$ cat src/rtl/isp_wb_pkg.sv
// isp_wb_pkg: shared constants and helpers for the
// raw-domain white-balance and Bayer-site blocks.
package isp_wb_pkg;

  localparam logic [1:0] SITE_R  = 2'd0;
  localparam logic [1:0] SITE_GR = 2'd1;
  localparam logic [1:0] SITE_GB = 2'd2;
  localparam logic [1:0] SITE_B  = 2'd3;

  localparam int PIPE_LAT = 3;

  function automatic int unity_gain(int frac);
    return 1 << frac;
  endfunction

  function automatic int round_half(int frac);
    return (frac > 0) ? (1 << (frac - 1)) : 0;
  endfunction

endpackage

$ cat src/rtl/isp_bayer_phase.sv
// isp_bayer_phase: tracks pixel/line parity and
// reports the CFA site of the current raw sample.
module isp_bayer_phase #(
  parameter int BAYER = 0
) (
  input  logic       pclk,
  input  logic       rst_n,
  input  logic       in_href,
  input  logic       in_vsync,
  output logic [1:0] site
);

  logic odd_pix;
  logic odd_line;
  logic href_q;

  // parity of pixel within line and of line within frame
  always_ff @(posedge pclk or negedge rst_n) begin
    if (!rst_n) begin
      odd_pix  <= 1'b0;
      odd_line <= 1'b0;
      href_q   <= 1'b0;
    end else begin
      href_q  <= in_href;
      odd_pix <= in_href ? ~odd_pix : 1'b0;
      if (in_vsync)
        odd_line <= 1'b0;
      else if (href_q && !in_href)
        odd_line <= ~odd_line;
    end
  end

  assign site = 2'(BAYER) ^ {odd_line, odd_pix};

endmodule

$ cat src/rtl/isp_wb_gain4.sv
// isp_wb_gain4: frame-synchronous per-site Bayer gain
// with rounding, clipping, bypass and clip statistic.
module isp_wb_gain4
  import isp_wb_pkg::*;
#(
  parameter int BITS      = 8,
  parameter int GAIN_BITS = 12,
  parameter int FRAC_BITS = 8,
  parameter int BAYER     = 0,
  parameter int CNT_BITS  = 24
) (
  input  logic                 pclk,
  input  logic                 rst_n,
  input  logic [GAIN_BITS-1:0] gain_r,
  input  logic [GAIN_BITS-1:0] gain_gr,
  input  logic [GAIN_BITS-1:0] gain_gb,
  input  logic [GAIN_BITS-1:0] gain_b,
  input  logic                 bypass,
  input  logic                 in_href,
  input  logic                 in_vsync,
  input  logic [BITS-1:0]      in_raw,
  output logic                 out_href,
  output logic                 out_vsync,
  output logic [BITS-1:0]      out_raw,
  output logic [CNT_BITS-1:0]  clip_cnt,
  output logic                 clip_cnt_valid
);

  localparam int PW = BITS + GAIN_BITS;
  localparam logic [GAIN_BITS-1:0] UNITY =
    GAIN_BITS'(unity_gain(FRAC_BITS));
  localparam logic [PW:0] HALF =
    (PW+1)'(round_half(FRAC_BITS));

  logic                 vsync_q;
  logic [GAIN_BITS-1:0] g_r, g_gr, g_gb, g_b;
  logic                 byp_act;
  logic [1:0]           site;

  logic [BITS-1:0]      raw1;
  logic [1:0]           site1;
  logic                 href1, vsync1;

  logic [PW-1:0]        prod2;
  logic [BITS-1:0]      raw2;
  logic                 href2, vsync2, byp2;

  logic [GAIN_BITS-1:0] gsel;
  logic [PW:0]          rnd;
  logic [PW:0]          val;
  logic                 over;
  logic [BITS-1:0]      pix;
  logic                 clip3;
  logic                 rise3;

  logic [CNT_BITS-1:0]  acc;
  logic                 seen;

  isp_bayer_phase #(
    .BAYER(BAYER)
  ) u_phase (
    .pclk    (pclk),
    .rst_n   (rst_n),
    .in_href (in_href),
    .in_vsync(in_vsync),
    .site    (site)
  );

  // shadow gains and bypass at frame start
  always_ff @(posedge pclk or negedge rst_n) begin
    if (!rst_n) begin
      vsync_q <= 1'b0;
      g_r     <= UNITY;
      g_gr    <= UNITY;
      g_gb    <= UNITY;
      g_b     <= UNITY;
      byp_act <= 1'b0;
    end else begin
      vsync_q <= in_vsync;
      if (in_vsync && !vsync_q) begin
        g_r     <= gain_r;
        g_gr    <= gain_gr;
        g_gb    <= gain_gb;
        g_b     <= gain_b;
        byp_act <= bypass;
      end
    end
  end

  // stage 1: capture sample and its site
  always_ff @(posedge pclk or negedge rst_n) begin
    if (!rst_n) begin
      raw1   <= '0;
      site1  <= '0;
      href1  <= 1'b0;
      vsync1 <= 1'b0;
    end else begin
      raw1   <= in_raw;
      site1  <= site;
      href1  <= in_href;
      vsync1 <= in_vsync;
    end
  end

  // pick the active gain for the stage-1 site
  always_comb begin
    gsel = g_r;
    case (site1)
      SITE_R:  gsel = g_r;
      SITE_GR: gsel = g_gr;
      SITE_GB: gsel = g_gb;
      SITE_B:  gsel = g_b;
    endcase
  end

  // stage 2: full-width product
  always_ff @(posedge pclk or negedge rst_n) begin
    if (!rst_n) begin
      prod2  <= '0;
      raw2   <= '0;
      href2  <= 1'b0;
      vsync2 <= 1'b0;
      byp2   <= 1'b0;
    end else begin
      prod2  <= PW'(raw1) * PW'(gsel);
      raw2   <= raw1;
      href2  <= href1;
      vsync2 <= vsync1;
      byp2   <= byp_act;
    end
  end

  // round to nearest and saturate
  always_comb begin
    rnd   = {1'b0, prod2} + HALF;
    val   = rnd >> FRAC_BITS;
    over  = |val[PW:BITS];
    pix   = over ? '1 : val[BITS-1:0];
    clip3 = href2 && !byp2 && over;
    rise3 = vsync2 && !out_vsync;
  end

  // stage 3: registered outputs
  always_ff @(posedge pclk or negedge rst_n) begin
    if (!rst_n) begin
      out_href  <= 1'b0;
      out_vsync <= 1'b0;
      out_raw   <= '0;
    end else begin
      out_href  <= href2;
      out_vsync <= vsync2;
      if (!href2)
        out_raw <= '0;
      else if (byp2)
        out_raw <= raw2;
      else
        out_raw <= pix;
    end
  end

  // per-frame clip count, reported at output frame start
  always_ff @(posedge pclk or negedge rst_n) begin
    if (!rst_n) begin
      acc            <= '0;
      seen           <= 1'b0;
      clip_cnt       <= '0;
      clip_cnt_valid <= 1'b0;
    end else begin
      clip_cnt_valid <= 1'b0;
      if (rise3) begin
        seen <= 1'b1;
        acc  <= CNT_BITS'(clip3);
        if (seen) begin
          clip_cnt       <= acc;
          clip_cnt_valid <= 1'b1;
        end
      end else if (clip3 && acc != '1) begin
        acc <= acc + 1'b1;
      end
    end
  end

endmodule

$ cat config.mk
export PLATFORM = sky130hd
export DESIGN_NAME = isp_wb_gain4
export DESIGN_NICKNAME = d
export VERILOG_FILES = /design/src/rtl/isp_wb_pkg.sv /design/src/rtl/isp_bayer_phase.sv /design/src/rtl/isp_wb_gain4.sv
export SDC_FILE = /design/constraint.sdc
export NUM_CORES = 1
export LEC_CHECK = 0
export ABC_AREA = 0
export CAP_MARGIN = 20
export CORE_UTILIZATION = 60
export CTS_CLUSTER_SIZE = 40
export DETAILED_ROUTE_END_ITERATION = 16
export GPL_TIMING_DRIVEN = 0
export PLACE_DENSITY = 0.95
export SLEW_MARGIN = 5
export SYNTH_ARGS = -nofsm -noshare
export SYNTH_HDL_FRONTEND = slang
export SYNTH_SLANG_ARGS = --single-unit
$ cat constraint.sdc
create_clock -name pclk -period 16.2 [get_ports pclk]
set_clock_uncertainty 0.05 [all_clocks]
set_input_delay 2.43 -clock pclk [delete_from_list [all_inputs] [get_ports pclk]]
set_output_delay 2.43 -clock pclk [all_outputs]
set_load 0.01 [all_outputs]
==> results of run 1 <==
-- cells by family (layout without fill, tap and decap cells) --
kind of cell / count (synthesis) / in the layout / synth area share, %
buf+inv: 104 / 231 / 4.50
mux: 85 / 85 / 12.3
xor+xnor: 22 / 22 / 2.17
compound gates: 112 / 112 / 7.86
fa+ha+maj: 98 / 98 / 18.8
simple gates: 200 / 200 / 12.8
flops: 147 / 147 / 41.5
-- worst max-delay path: stages, from the launching register on --
cell and delay (ns):
dfrtp_1 0.40, buf_2 0.36, mux4_2 0.66, and2_1 0.22, fa_1 0.53, inv_1 0.05, fa_1 0.48, inv_1 0.06
fa_1 0.52, inv_1 0.05, fa_1 0.53, inv_1 0.05, ha_1 0.35, and2_1 0.18, and4_1 0.20, a211oi_1 0.48
nor2_1 0.12, a21boi_0 0.31, xnor2_1 0.17
-- power by group through the flow --
stage / Sequential, mW / Clock [mW] / Combinational, mW
floorplan: 0.462 / 0 / 0.763
global placement: 0.468 / 0 / 0.922
detailed placement: 0.470 / 0 / 0.969
CTS: 0.464 / 0.414 / 0.978
global route: 0.470 / 0.434 / 1.12
finish: 0.465 / 0.409 / 0.976
-- state kept, by name (all words and copies together) (netlist names), 12 cells and up --
name,count
acc,24
g_r,12
g_gr,12
g_gb,12
g_b,12
prod2,13
clip_cnt,24
-- how the worst max path moves through the flow --
| stage | start | to | slack [ns] | depth (start not counted) |
|---|---|---|---|---|
| global placement | rst_n | raw1[4] | 7.10 | 1 |
| global route | site1[1] | prod2[15] | 10.06 | 18 |
| detailed placement | site1[1] | prod2[15] | 10.29 | 18 |
| CTS | site1[1] | prod2[15] | 10.28 | 18 |
| floorplan | site1[1] | prod2[17] | 10.84 | 18 |
| finish | site1[1] | prod2[15] | 10.33 | 18 |
-- stage by stage --
| step | instances | utilization [%] |
|---|---|---|
| final | 1079 | 73.9 |
| after global routing | 1079 | 73.9 |
| after CTS | 1079 | 73.9 |
| after detailed placement | 1048 | 69.6 |
| after global placement | 1047 | 69.4 |
| after floorplan | 768 | - |
-- layer usage --
metal  vias up  track usage, %
met2       289            44.3
met4         0            10.4
met3        44            7.05
met5         -               0
met1      3105            34.8
li1       2883               -
-- Yosys cell counts, types with 2 or more instances --
cell         n  area share (%)
dfrtp_1    143              40
nor2b_1      6            0.42
a211oi_1     2            0.17
nand4_1     12            0.85
o211ai_1     6            0.51
o21bai_1     3            0.25
mux2_2      73             9.3
a21oi_1     38             2.1
and4_1       7            0.69
and2_1      64             4.5
nand2b_1     2            0.14
nand2_1     47             2.0
or4_1        7            0.59
o21ai_0     28             1.6
mux4_2      12             3.0
clkbuf_1    26             1.1
a31oi_1      4            0.28
a21boi_0     2            0.17
o2111ai_1    5            0.49
ha_1        39             5.5
nor3_1       2            0.11
and3_1      12            0.85
xnor2_1     15             1.5
fa_1        59              13
nor2_1       6            0.25
o31ai_1      9            0.76
inv_1       75             3.2
xor2_1       7            0.69
nand3_1     12            0.68
a21o_1       7            0.59
dfstp_2      4             1.2
or3_1       17             1.2
-- cell type report --
cell class / count / area, um2
multi-input cells: 517 / 4790
fillers: 904 / 3790
flip-flops and latches: 147 / 3680
repair buffers: 96 / 980
clock buffers: 20 / 437
inverters: 75 / 282
well taps: 184 / 230
clock inverters: 11 / 176
plain buffers: 29 / 118
==> impl_metrics.env, run 1 <==
export IMPL_cap_viol_max_count=0
export IMPL_seq_power_share_pct=25.1
export IMPL_normalized_max_slew_margin_pct=42.6
export IMPL_power_share_combinational_pct=52.8
export IMPL_synth_edf_count=0
export IMPL_synth_net_count=927
export IMPL_postCtsHoldBufs=0
export IMPL_grt_setup_unrepaired="false"
export IMPL_worst_setup_path_type="reg2reg"
export IMPL_placeableCoreArea_mm2=0.0145
export IMPL_critPathMaxFanout=10
export IMPL_die_w_um=124
export IMPL_maximum_number_of_pins_on_one_net_before_global_route_repair=81
export IMPL_sw_frac_of_total_pct=38.7
export IMPL_power_share_clock_pct=22.1
export IMPL_r2r_slack_ns=10.33
export IMPL_grt_remaining_overflow=0
export IMPL_mostFrequentLayoutCell="dfrtp_1"
export IMPL_worst_slew_pin_slew_ns=0.854
export IMPL_cts_buffers_inserted=17
export IMPL_postSynthCellCount=768
export IMPL_dr_wl_met3_um=1250
export IMPL_pwr_density_cell_mw_per_mm2=173
export IMPL_diodes=0
export IMPL_share_of_layout_cells_above_drive_strength_1_pct=14.2
export IMPL_synth_cell_types=49
export IMPL_power_leakage_nw=4.78
export IMPL_intPower_mw=1.13
export IMPL_final_critical_period_ns=5.87
export IMPL_grt_first_pass_wirelength_um=31000
export IMPL_max_clock_path_buffers=2
export IMPL_timing_max_transition_violations_final=0
export IMPL_critPathRequiredTime_ns=16.50
export IMPL_post_drt_via_cell_ratio=5.86
export IMPL_detailedRoute_firstPassIterationCount=5
export IMPL_routedWlPerCell_um=17.3
export IMPL_final_net_count=1042
export IMPL_holdCritPathClass="reg2reg"
export IMPL_first_iter_violations=369
export IMPL_route_antenna_remaining_nets=0
export IMPL_clkTransAtPathRegs_ns=0.06
export IMPL_critPathLaunchType="register"
export IMPL_vdd_drop_max_mv=0.149
export IMPL_ys_seq_elements=147
export IMPL_die_area_mm2=0.0153
export IMPL_crit_reg2reg_launch="site1[1]"
export IMPL_tritoncts_num_sinks=147
export IMPL_finalHoldViolations=0
export IMPL_track_usage_pct=27.1
export IMPL_detailroute_via_count=6321
export IMPL_die_height_um=124
export IMPL_i_o_pin_count=96
export IMPL_via_count_of_the_first_global_routing_pass=6445
export IMPL_dpl_instance_area_mm2=0.0101
export IMPL_wl_met2_um=9300
export IMPL_synth_avg_cell_area_um2=11.5
export IMPL_grt_antenna_before_repair=0
export IMPL_cts_post_setup_buffers_inserted=0
export IMPL_highest_signal_layer="met4"
export IMPL_cts_root_buf="clkbuf_16"
export IMPL_post_layout_total_power_mw=1.85
export IMPL_postLayoutCellArea_mm2=0.0107
export IMPL_postSynth_topFlopCell="dfrtp_1"
export IMPL_worst_ep_arrival_time_ns=6.17
export IMPL_reg2reg_depth=18
export IMPL_r2r_end="prod2[15]"
export IMPL_area_growth_synth_to_final_pct=20.6
export IMPL_maxClockFrequency_mhz=170
export IMPL_finalSetupViolations=0
export IMPL_place_congestion=0.902
export IMPL_holdPathEnd="vsync2"
export IMPL_timing_critical_path_to_type="register"
export IMPL_tritoncts="built"
export IMPL_dp_slack_ns=10.29
export IMPL_hold_start="vsync1"
export IMPL_start_util_pct=61.3
export IMPL_ys_warn_count=0
export IMPL_drcViolationCount=0
export IMPL_run_status="finished, final reports clean"
export IMPL_most_common_layout_cells="143 x dfrtp_1, 94 x clkdlybuf4s50_1, 75 x inv_1, 73 x mux2_2, 64 x and2_1"
export IMPL_clkLatencyLatePin_ns=0.43
export IMPL_total_routed_wirelength_um=18700
export IMPL_timing_hold_worst_path_depth=0
export IMPL_synth_sequential_area_ratio_pct=41.5
export IMPL_async_reset_ff_share_pct=100
export IMPL_met1_length_um=7690
export IMPL_num_rows=44
export IMPL_post_synth_design_cell_area_mm2=0.00887
export IMPL_hold_worst_slack_ns=0.334
export IMPL_power_switching_mw=0.717
export IMPL_cts_resized_gates=0
export IMPL_port_buffer_count=95
export IMPL_ctsHtreeMaxLevel=4
export IMPL_fin_setup_tns_ns=0
export IMPL_setup_slack_ns=10.33
export IMPL_share_of_the_clock_period_used_by_the_worst_path_after_layout_pct=36.2
export IMPL_place_detailed_hpwl_um=13900
Power figures use the tool's default switching activity.
==> inputs of run 2 (changes only) <==
--- a/config.mk
+++ b/config.mk
@@ -7,11 +7,11 @@
 export LEC_CHECK = 0
 export ABC_AREA = 0
 export CAP_MARGIN = 20
-export CORE_UTILIZATION = 60
+export CORE_UTILIZATION = 52
 export CTS_CLUSTER_SIZE = 40
 export DETAILED_ROUTE_END_ITERATION = 16
 export GPL_TIMING_DRIVEN = 0
-export PLACE_DENSITY = 0.95
+export PLACE_DENSITY = 0.88
 export SLEW_MARGIN = 5
 export SYNTH_ARGS = -nofsm -noshare
 export SYNTH_HDL_FRONTEND = slang
==> constraint.sdc (replaced) <==
create_clock -name pclk -period 5 [get_ports pclk]
set_clock_uncertainty 0.05 [all_clocks]
set_input_delay 0.75 -clock pclk [delete_from_list [all_inputs] [get_ports pclk]]
set_output_delay 0.75 -clock pclk [all_outputs]
set_load 0.01 [all_outputs]
==> impl_metrics.env, run 2 (same netlist as run 1, synthesis figures left out) <==
export IMPL_most_common_layout_cells="142 x dfrtp_1, 94 x clkdlybuf4s50_1, 73 x mux2_2, 70 x inv_1, 59 x fa_1"
export IMPL_area_growth_synth_to_final_pct=26.3
export IMPL_reg2reg_depth=17
export IMPL_place_detailed_hpwl_um=14000
export IMPL_final_critical_period_ns=5.12
export IMPL_port_buffer_count=95
export IMPL_critPathRequiredTime_ns=5.27
export IMPL_worst_ep_arrival_time_ns=5.38
export IMPL_pwr_density_cell_mw_per_mm2=660
export IMPL_i_o_pin_count=96
export IMPL_hold_worst_slack_ns=0.269
export IMPL_clkTransAtPathRegs_ns=0.06
export IMPL_critPathLaunchType="register"
export IMPL_tritoncts="built"
export IMPL_share_of_the_clock_period_used_by_the_worst_path_after_layout_pct=102
export IMPL_worst_slew_pin_slew_ns=0.788
export IMPL_cap_viol_max_count=0
export IMPL_dpl_instance_area_mm2=0.0102
export IMPL_route_antenna_remaining_nets=0
export IMPL_via_count_of_the_first_global_routing_pass=7027
export IMPL_grt_remaining_overflow=0
export IMPL_timing_max_transition_violations_final=0
export IMPL_fin_util_pct=67.3
export IMPL_final_net_count=1070
export IMPL_num_rows=47
export IMPL_tritoncts_num_sinks=147
export IMPL_grt_antenna_before_repair=0
export IMPL_crit_reg2reg_launch="site1[1]"
export IMPL_place_inst=1084
export IMPL_finish_cell_count_without_fillers=1143
export IMPL_total_routed_wirelength_um=21100
export IMPL_track_usage_pct=25.2
export IMPL_violated_checks="negative setup slack"
export IMPL_worst_setup_path_type="reg2reg"
export IMPL_finalSetupViolations=11
export IMPL_detailedRoute_firstPassIterationCount=5
export IMPL_run_status="finished, violations left"
export IMPL_placeableCoreArea_mm2=0.0166
export IMPL_diodes=0
export IMPL_dp_slack_ns=-0.529
export IMPL_routedWlPerCell_um=18.4
export IMPL_drcViolationCount=0
export IMPL_timing_critical_path_to_type="register"
export IMPL_cts_root_buf="clkbuf_16"
export IMPL_mostFrequentLayoutCell="dfrtp_1"
export IMPL_crit_path_start="site1[1]"
export IMPL_post_layout_total_power_mw=7.40
export IMPL_grt_first_pass_wirelength_um=34500
export IMPL_start_util_pct=53.3
export IMPL_clkLatencyLatePin_ns=0.43
export IMPL_maxClockFrequency_mhz=195
export IMPL_first_iter_violations=661
export IMPL_setup_slack_ns=-0.119
export IMPL_vdd_drop_max_mv=0.638
export IMPL_power_leakage_nw=4.96
export IMPL_place_congestion=0.846
export IMPL_die_area_mm2=0.0176
export IMPL_critPathMaxFanout=5
export IMPL_grt_setup_unrepaired="true"
export IMPL_detailroute_via_count=6572
export IMPL_postCtsHoldBufs=0
export IMPL_ctsHtreeMaxLevel=4
export IMPL_die_height_um=133
export IMPL_max_clock_path_buffers=2
export IMPL_die_w_um=133
export IMPL_post_drt_via_cell_ratio=5.75
export IMPL_reg_largest_list="acc: 24 flops, clip_cnt: 24 flops, prod2: 13 flops"
export IMPL_cts_buffers_inserted=17
export IMPL_postLayoutCellArea_mm2=0.0112
export IMPL_maximum_number_of_pins_on_one_net_before_global_route_repair=77
export IMPL_finalHoldViolations=0
export IMPL_normalized_max_slew_margin_pct=47.1
export IMPL_holdCritPathClass="in2async"
export IMPL_share_of_layout_cells_above_drive_strength_1_pct=20.8
export IMPL_fin_setup_tns_ns=-0.738
-- run 2: cell type report --
cell class / count / area (um2)
fillers: 1143 / 5440
multi-input cells: 517 / 4990
flip-flops and latches: 147 / 3680
repair buffers: 124 / 1230
clock buffers: 21 / 460
inverters: 75 / 282
well taps: 220 / 275
clock inverters: 10 / 150
plain buffers: 29 / 136
-- run 2: worst max-delay path, stage by stage, from the launching register on --
cell and delay [ns]:
dfrtp_2 0.42, buf_12 0.14, mux4_2 0.53, buf_4 0.18
buf_4 0.14, and2_1 0.16, fa_1 0.53, fa_1 0.44
fa_1 0.57, inv_1 0.07, fa_1 0.55, inv_1 0.09
ha_4 0.31, o211ai_1 0.13, buf_4 0.17, o21bai_2 0.24
a31oi_2 0.15, xnor2_1 0.14
-- run 2: what timing repair did --
item,in CTS,in global routing
resized for setup,33,13
cloned,1,0
setup buffers,23,4
pin swaps,27,15
endpoints found under the setup margin,12,12
-- run 2: worst paths after layout --
check,endpoint,slack (ns)
max,prod2[13],-0.12
min,clip_cnt_valid,0.27
min reg2reg,vsync2,0.33
min in group pclk,vsync2,0.33
max reg2reg,prod2[13],-0.12
max in group asynchronous,g_r[8],3.79
-- run 2: layer usage --
metal / track usage [%] / wire (um)
met4: 11.9 / 648
met5: 0 / 0
met3: 5.25 / 1210
met1: 30.8 / 8520
met2: 42.8 / 10700
-- run 2: power breakdown --
part           total [mW]  internal [mW]  leakage, nW  switching (mW)
Sequential           1.51           1.39         1.83           0.119
Clock                1.32          0.813        0.294           0.504
Combinational        4.57           2.19         2.84            2.38
==> inputs of run 3 (changes only) <==
--- a/config.mk
+++ b/config.mk
@@ -8,7 +8,6 @@
 export ABC_AREA = 0
 export CAP_MARGIN = 20
 export CORE_UTILIZATION = 52
-export CTS_CLUSTER_SIZE = 40
 export DETAILED_ROUTE_END_ITERATION = 16
 export GPL_TIMING_DRIVEN = 0
 export PLACE_DENSITY = 0.88
==> results of run 3 <==
Final layout, timing and power as in run 2 (identical DEF).
